## src/rtl/sync_ram_block.sv

```systemverilog
// sync_ram_block: single-port synchronous RAM with registered read data.
// Depth is 2**ADDR_WIDTH words of DATA_WIDTH bits. Writes are write-first.
// Reset clears every word and the output register in a single edge.
//
// Ports:
//   clk   rising-edge clock, sole clock of the block
//   rst   synchronous active-high reset; clears all words and dout
//   we    write enable: 1 = write din to mem[addr] this edge
//   addr  word address shared by write and read
//   din   write data
//   dout  registered read data, valid one cycle after addr
module sync_ram_block #(
    parameter int unsigned DATA_WIDTH = 8,
    parameter int unsigned ADDR_WIDTH = 4
) (
    input  logic                  clk,
    input  logic                  rst,
    input  logic                  we,
    input  logic [ADDR_WIDTH-1:0] addr,
    input  logic [DATA_WIDTH-1:0] din,
    output logic [DATA_WIDTH-1:0] dout
);

    localparam int unsigned DEPTH = 2 ** ADDR_WIDTH;

    logic [DATA_WIDTH-1:0] mem_q [DEPTH];
    logic [DATA_WIDTH-1:0] dout_q;

    // A plain if (we) keeps an X on we from writing anywhere in simulation.
    always_ff @(posedge clk) begin
        if (rst) begin
            for (int unsigned i = 0; i < DEPTH; i++) begin
                mem_q[i] <= '0;
            end
            dout_q <= '0;
        end else if (we) begin
            mem_q[addr] <= din;
            // Write-first: the written word appears on dout immediately.
            dout_q      <= din;
        end else begin
            dout_q <= mem_q[addr];
        end
    end

    assign dout = dout_q;

endmodule

```

## config.mk

```make
export PLATFORM = sky130hd
export DESIGN_NAME = sync_ram_block
export DESIGN_NICKNAME = d
export VERILOG_FILES = /design/src/rtl/sync_ram_block.sv
export SDC_FILE = /design/constraint.sdc
export NUM_CORES = 1
export LEC_CHECK = 0
export CORE_ASPECT_RATIO = 0.6
export CORE_MARGIN = 2
export CORE_UTILIZATION = 45
export CTS_BUF_LIST = sky130_fd_sc_hd__clkbuf_16
export DETAILED_ROUTE_END_ITERATION = 10
export PLACE_DENSITY = 0.75
export SLEW_MARGIN = 10
export SYNTH_ARGS = -nofsm -noshare
export SYNTH_HDL_FRONTEND = slang
export SYNTH_SLANG_ARGS = --single-unit
```

## constraint.sdc

```tcl
create_clock -name clk -period 2.1 [get_ports clk]
set_clock_uncertainty 0.1 [all_clocks]
set_input_delay 0.21 -clock clk [delete_from_list [all_inputs] [get_ports clk]]
set_output_delay 0.21 -clock clk [all_outputs]
set_load 0.005 [all_outputs]
```

==> summary.txt <==
Synthesis
  • Prevailing post-synth register cell: edfxtp_1
  • Synth warnings: 0
  • #FFs+latches synth: 136
  • Mean Syn Cell Area: 13.9 µm²
  • Netlist Area Pre-Place: 6510 µm²
  • Post-synthesis sequential area ratio: 61.5%
  • Net count after synthesis: 484
  • Yosys cell types: 42
  • Ys async rst share: 0%
  • Post-Synthesis Cells: 469
  • Post-synth EDFFs: 128

Clocking
  • Cts hold-fix bufs: 0
  • CTS Buf Count: 17
  • Setup bufs post-CTS: 0
  • Worst skew pair latency: 0.41 ns
  • CTS tree: yes
  • Clock Sinks: 136
  • CTS H-tree lvls: 4
  • Clock root buffer: clkbuf_16
  • Max clock buf depth: 2
  • Resized Gates After CTS: 0
  • Reg clk slew, reported paths: 0.06 ns

Worst setup path
  • Origin of the critical flop-to-flop path: mem_q[14][3]
  • Worst Path Required: 2.33 ns
  • Start point of the critical path: addr[0]
  • Startpoint Class: input port
  • Critical Path Fanout Max: 7
  • Arrival time worst endpoint: 1.98 ns
  • Crit path kind: input port to flop
  • Worst R2R Setup Slack: 0.52 ns
  • R2R cell count: 4
  • RR Endpoint: dout[3]
  • Setup crit end kind: flop

Pwr
  • Power Density: 928 nW/µm²
  • Lkg Pwr: 2.59 nW
  • Peak VDD IR: 0.623 mV

STA
  • Min Hold Slack: 0.248 ns
  • Pins over their slew limit: 0
  • Measured slew at the worst slew-check pin: 0.492 ns
  • Setup WS post-layout: 0.351 ns
  • Max Freq: 0.572 GHz
  • Final min period: 1.75 ns
  • Setup_tns: 0 ns
  • Slew HR: 66.9%
  • Period utilization: 83.3%
  • Final hold vios: 0
  • Final setup vio count: 0
  • RSZ-0062 raised after global routing: false

GRT
  • Tot GR Track Use: 21.4%
  • First-pass GRT wire length: 24600 µm
  • Gr ovfl total: 0
  • Initial antenna violation count: 0
  • Largest net degree at the start of global routing: 24
  • Vias in the first global route: 4225

Die
  • Core ar.: 13900 µm²
  • Num rows: 33
  • Die Height: 97.2 µm
  • Chip Width: 159 µm
  • Die area: 15500 µm²
  • Starting density of the core: 46.9%
  • I/O pins: 23

Finish
  • Fraction of layout cells with a size suffix above 1: 28.5%
  • Area growth, synth to finish: 19.6%
  • N_diodes: 0
  • Final instance area: 7780 µm²
  • Most frequent cells in the layout: 128 x edfxtp_1, 90 x nor3_1, 65 x buf_4, 42 x mux2i_1, 31 x nor4_1
  • Fillers: 1112
  • Fin cells: 725
  • # nets final: 535
  • Commonest non-fill, non-tap cell in the layout: edfxtp_1

Drt
  • DRC: 0
  • Post-route ant nets: 0
  • Routed vias/inst: 6.06
  • Mean routed wirelength per cell: 22.2 µm
  • DRT iter0 DRCs: 458
  • DRT Pass-1 Iters: 5
  • Final wirelength: 16100 µm
  • Vias: 4393

Place
  • Placed insts: 693
  • Detailed placement HPWL: 11000 µm
  • Pre-CTS WS: -0.0501 ns
  • PortBufs: 22
  • Placed instance area: 7110 µm²
  • GP Congestion: 0.874

Worst hold path
  • Hold depth: 2
  • Hold path endpoint: mem_q[1][2]
  • Min-Delay Path Class: input port to flop
  • Worst min-delay path startpoint: addr[2]

Status
  • Run status: complete, no violations

Run
  • Max_cap viols: 0
## synthesized netlist by cell type, drive strengths merged (4+ instances only)
| cell type | count | share of area, % |
|---|---|---|
| nand2b | 4 | 0.38 |
| nand2 | 4 | 0.42 |
| o21ai | 14 | 1.1 |
| nor3 | 104 | 9.1 |
| buf | 41 | 4.5 |
| nor2b | 5 | 0.87 |
| clkinv | 8 | 0.46 |
| clkbuf | 15 | 0.92 |
| edfxtp | 128 | 59 |
| a221oi | 10 | 1.9 |
| o22ai | 13 | 1.2 |
| nor4 | 35 | 3.7 |
| nor2 | 4 | 0.27 |
| o31ai | 4 | 0.46 |
| mux4 | 11 | 3.8 |
| mux2i | 42 | 6.5 |
| nand3b | 4 | 0.65 |
| dfxtp | 8 | 2.5 |
## cells by family after synthesis
group / synth area share [%]
DFF: 61.5
AOI/OAI and AO/OA: 6.32
muxes: 10.3
and+or+nand+nor: 16.0
buffers and inverters: 5.90
## how the worst max path moves through the flow
stage / cells past startpoint / slack, ns / endpoint
6_report: 6 / 0.35 / dout[1]
3_5_place_dp: 6 / -0.05 / dout[5]
5_1_grt: 6 / 0.28 / dout[1]
3_3_place_gp: 5 / -0.02 / dout[5]
4_1_cts: 6 / 0.38 / dout[5]
2_1_floorplan: 5 / 0.03 / mem_q[1][0]
## flip-flops by register name, summed over array words and instances, names as in the netlist
name and count:
mem_q 128, dout 8
## through the flow
step | utilization [%] | total power [mW]
final | 56.1 | 7.22
after global routing | 56.1 | 7.42
after CTS | 56.1 | 7.24
after detailed placement | 51.3 | 3.87
after global placement | 51.3 | 3.85
after floorplan | - | 3.62
## layout make-up
class | instances | area [µm²] | area share (%)
Tap cell | 192 | 240 | 3.09
Multi-Input combinational cell | 268 | 2120 | 27.2
Clock buffer | 17 | 425 | 5.46
Sequential cell | 136 | 4000 | 51.4
Timing Repair Buffer | 88 | 713 | 9.16
Clock inverter | 15 | 248 | 3.18
Inverter | 9 | 33.8 | 0.434
## worst max-delay path, cell delays in order
cell	delay, ns
clkdlybuf4s50_1	0.50
buf_4	0.21
or3b_1	0.50
o22ai_1	0.21
nor3_1	0.10
a221oi_2	0.25
## power by group
part           switching, mW  total [mW]  internal [mW]
Sequential            0.0511        3.17           3.12
Clock                   1.16        3.39           2.23
Combinational          0.395       0.656          0.261
## metal layers
layer	part of all wire [%]	routed length [µm]	vias to the layer above	global-route usage, %
met3	11	1720	26	5.46
li1	-	-	1961	-
met2	44	7050	245	30.9
met1	44	7130	2161	32.0
met4	1.2	194	0	5.80
met5	0	0	-	0
No activity file was read; power rests on OpenSTA's default activity.
==> edit 1: new RTL, same settings <==
Set the parameter `ADDR_WIDTH` to 2 (it was 4).
--- a/src/rtl/sync_ram_block.sv
+++ b/src/rtl/sync_ram_block.sv
@@ -11,7 +11,7 @@
 //   dout  registered read data, valid one cycle after addr
 module sync_ram_block #(
     parameter int unsigned DATA_WIDTH = 8,
-    parameter int unsigned ADDR_WIDTH = 4
+    parameter int unsigned ADDR_WIDTH = 2
 ) (
     input  logic                  clk,
     input  logic                  rst,
Interface: changed (resized addr); port bits go from 23 to 21. No check against the original RTL was run, so the function may have changed too.
==> edit 1 against the unedited design <==
- power decreased by 75%
- design area decreased by 72%
- sequential power decreased by 71%
- worst setup slack improved by 0.093 ns
- via count decreased by 77%
- count of clock-buffer cells in the layout decreased by 12
- fmax increased by 5.6%
- wire length decreased by 79%
- critical endpoint is now mem_q[2][5]
- first-iteration DRC count decreased by 84%
- highest routed layer unchanged
- sequential cell count decreased by 96
- synthesized area decreased by 73%
- clock power decreased by 79%
- critical path depth decreased by 3
- synthesized cell count decreased by 75%
==> edit 1: results (changes against the unedited design) <==
[clock_tree]
insertion_delay_ns = 0.29  ; -0.12 ns
htree_levels = 2  ; -2

[worst_hold_path]
hold_class = flop to flop
worstHoldStart = mem_q[3][5]

[critical_path]
setup.worst_path.start = rst
crit_family = simple AND/OR/NAND/NOR gates
timing.rr.end = dout[1]
r2r_slack_ns = 1.05  ; +0.53 ns
crit_path_max_incr_delay_ns = 0.57  ; +0.07 ns
rr_worst_depth = 2  ; -2
r2r_start = mem_q[1][1]
cp-endpoint = mem_q[2][5]

[power_and_ir_drop]
power.density_nw_per_um2 = 837  ; -9.8%
clock_power_share = 0.388  ; -0.082
p_leak_nw = 0.872  ; -66%
switching_share = 0.213  ; -0.00929

[final_layout]
fillCellCount = 280  ; -75%
nClkBuffers = 5  ; -12
nNonClkInverters = 8  ; -1
multi_input_cells = 65  ; -76%
final_cells = 195  ; -73%

[logic_synthesis]
yosysSeqAreaShare = 0.633  ; +0.0181
synth.area.top_cells = edfxtp_1, dfxtp_1, mux2i_1, and2_1, o221ai_2
synth_cell_types = 18  ; -57%
syn_avg_cell_area_um2 = 14.9  ; +7.2%
synth.mux.area_fraction = 0.0905  ; -0.0122
synth_area_um2 = 1770  ; -73%
syn_nets = 132  ; -73%
synth.ff_latch_count = 40  ; -71%
synth-compound-area-share = 0.0728  ; +0.00955

[placement]
place.gp.congestion = 0.760  ; -13%
io_buffer_count = 20  ; -9.1%
dp_hpwl_um = 2450  ; -78%

[route]
dr.first_iter.drc_count = 75  ; -84%
drt_wl_total_um = 3440  ; -79%
vias = 1029  ; -77%

[global_route]
grt_pass1_vias = 988  ; -77%
globalRouteTotalUtil = 0.176  ; -0.0377

[outcome]
outcome = finished clean

[sta]
worst_slew_pin_slew_ns = 0.507  ; +0.0155 ns

edit 1: cell count changes after synthesis, sizes merged, moves of 23 or more:
cell,delta
nor3,-104
nor4,-35
mux2i,-26
and2,+23
edfxtp,-96
buf,-36
edit 1: metal layers:
| layer | part of all wire | up-vias | GRT usage |
|---|---|---|---|
| met1 | 0.48 | 487 | 0.247 |
| met2 | 0.41 | 37 | 0.245 |
| met5 | 0 | - | 0 |
| li1 | - | 497 | - |
| met3 | 0.080 | 8 | 0.0567 |
| met4 | 0.023 | 0 | 0.0873 |
edit 1: stage by stage:
step           instance area, um2  setup WS, ns   util  hold slack [ns]
2_1_floorplan                1770         0.686      -            0.298
3_3_place_gp                 2040         0.177  0.549            0.428
3_5_place_dp                 2040         0.133  0.549            0.451
4_1_cts                      2180         0.432  0.586            0.462
5_1_grt                      2180         0.321  0.586            0.484
6_report                     2180         0.444  0.586            0.454
edit 1: logic make-up after synthesis:
family | after synthesis
compound gates | 9
buf+inv | 14
flops | 40
mux | 16
simple gates | 40
==> edit 2: new RTL, config.mk and constraints unchanged <==
Without the edit above. Add an input register stage for `din`, without a reset; this delays it by one clock. The other inputs are not delayed to match.
--- a/src/rtl/sync_ram_block.sv
+++ b/src/rtl/sync_ram_block.sv
@@ -23,6 +23,12 @@
 
     localparam int unsigned DEPTH = 2 ** ADDR_WIDTH;
 
+    logic [DATA_WIDTH-1:0] din_q;
+
+    always_ff @(posedge clk) begin
+        din_q <= din;
+    end
+
     logic [DATA_WIDTH-1:0] mem_q [DEPTH];
     logic [DATA_WIDTH-1:0] dout_q;
 
@@ -34,9 +40,9 @@
             end
             dout_q <= '0;
         end else if (we) begin
-            mem_q[addr] <= din;
+            mem_q[addr] <= din_q;
             // Write-first: the written word appears on dout immediately.
-            dout_q      <= din;
+            dout_q      <= din_q;
         end else begin
             dout_q <= mem_q[addr];
         end
Check against the original RTL: not equivalent (Yosys sat finds a counterexample within 4 cycles, from zero or initial values and one cycle with rst high).
==> edit 2 against the unedited design <==
- worst setup slack gained 0.047 ns
- clock power down 14%
- synthesized area rose by 2.0%
- sequential power up 2%
- global-route usage increased by 0.51 points
- highest routed layer unchanged
- largest power group is now sequential cells
- sequential cell count grew 8
- wire length is 1.7% higher
- power down 6.3%
- design area is 0.87% higher
==> edit 2: results (changes against the unedited design) <==
[clock_tree]
cts_max_path_buffers = 2  ; unchanged
insertion_delay_ns = 0.41  ; about the same
numCtsBuffers = 17  ; unchanged
postCtsSetupBuffers = 0  ; unchanged

[sta]
fin_hold_ws_ns = 0.140  ; -0.108 ns
worst_slew_pin_slew_ns = 0.603  ; +0.111 ns
timing.final.ws_setup_ns = 0.398  ; +0.0467 ns

[logic_synthesis]
yosysSeqAreaShare = 0.627  ; +0.0121
syn_nets = 492  ; +1.7%
synth.area.top_cells = edfxtp_1, nor3_1, mux2i_1, dfxtp_1, mux4_2
synth_cell_types = 41  ; -2.4%
synth-edff-count = 128  ; unchanged
yosys_warnings = 0  ; unchanged
netlist_instances = 477  ; +1.7%
yosys-top-cells-count = edfxtp_1, nor3_1, mux2i_1

[power_and_ir_drop]
p_comb_mw = 0.612  ; -6.7%
switching_share = 0.234  ; +0.0116
pg_clk_mw = 2.91  ; -14%
max-vdd-ir-drop_mv = 0.469  ; -25%
p_leak_nw = 2.74  ; +5.7%
power.density_nw_per_um2 = 862  ; -7.1%

[route]
dr.first_iter.drc_count = 786  ; +72%
drt_wl_total_um = 16400  ; +1.7%
highest_layer = met4
wl_met3_um = 1920  ; +12%
wl_met1_um = 7290  ; +2.3%
via_per_inst = 6.06  ; about the same
wl_met2_um = 6960  ; -1.3%

[worst_hold_path]
whs_endpoint = din_q[6]
worstHoldStart = din[6]
min_path_cells = 1  ; -1

[placement]
dp_cells = 708  ; +2.2%
dp_hpwl_um = 11100  ; +0.73%
io_buffer_count = 22  ; unchanged
dp_slack_ns = -0.00291  ; +0.0472 ns
place.gp.congestion = 0.858  ; -1.9%

[global_route]
grt_pass1_vias = 4379  ; +3.6%
antenna_found_initial = 0  ; unchanged
use_met1 = 0.332  ; +0.0122
globalRouteTotalUtil = 0.219  ; +0.00505
met2_usage = 0.304  ; -0.00499
use_met3 = 0.0646  ; +0.00994
grt_pass1_wl_um = 25800  ; +4.6%
grt_max_degree = 30  ; +25%

[critical_path]
cp_max_fo = 12  ; +5
crit_type = flop to flop
timing.rr.end = mem_q[4][5]
worstPathArrival_ns = 1.84  ; -0.14 ns
setup.worst_path.start = din_q[5]
rr_worst_depth = 3  ; -1

[final_layout]
largest_register = mem_q
drive_above_1_share = 0.271  ; -0.0140
final_cells = 740  ; +2.1%
nNetsFinal = 544  ; +1.7%

[outcome]
outcome = finished clean

## edit 2: changes by cell type in the layout (fill, tap and decap cells not counted), sizes merged
cell and delta:
buf +1, clkinv +4, dfxtp +8, bufinv -4
## edit 2: cell families (layout without fill, tap and decap cells)
kind of cell    count (synthesis)  in the layout  synth area share
buf+inv                        65            130            0.0562
flops                         144            144             0.627
mux                            53             53             0.101
simple gates                  165            165             0.155
compound gates                 50             50            0.0611
## edit 2: cell type report
class	instances	area, um2
well taps	198	248
flip-flops and latches	144	4160
clock buffers	17	425
clock inverters	15	146
multi-input cells	268	2100
inverters	9	33.8
fillers	1187	6610
repair buffers	89	733
## edit 2: through the flow
stage,utilization,instance area (um2)
6_report,0.543,7850
2_1_floorplan,-,6640
5_1_grt,0.543,7850
3_5_place_dp,0.503,7280
4_1_cts,0.543,7850
3_3_place_gp,0.503,7280
## edit 2: worst max-delay path, cell delays in order (launching register included)
cell and delay, ns:
dfxtp_1 0.33, clkinv_1 0.49, buf_4 0.38, nor3_1 0.22
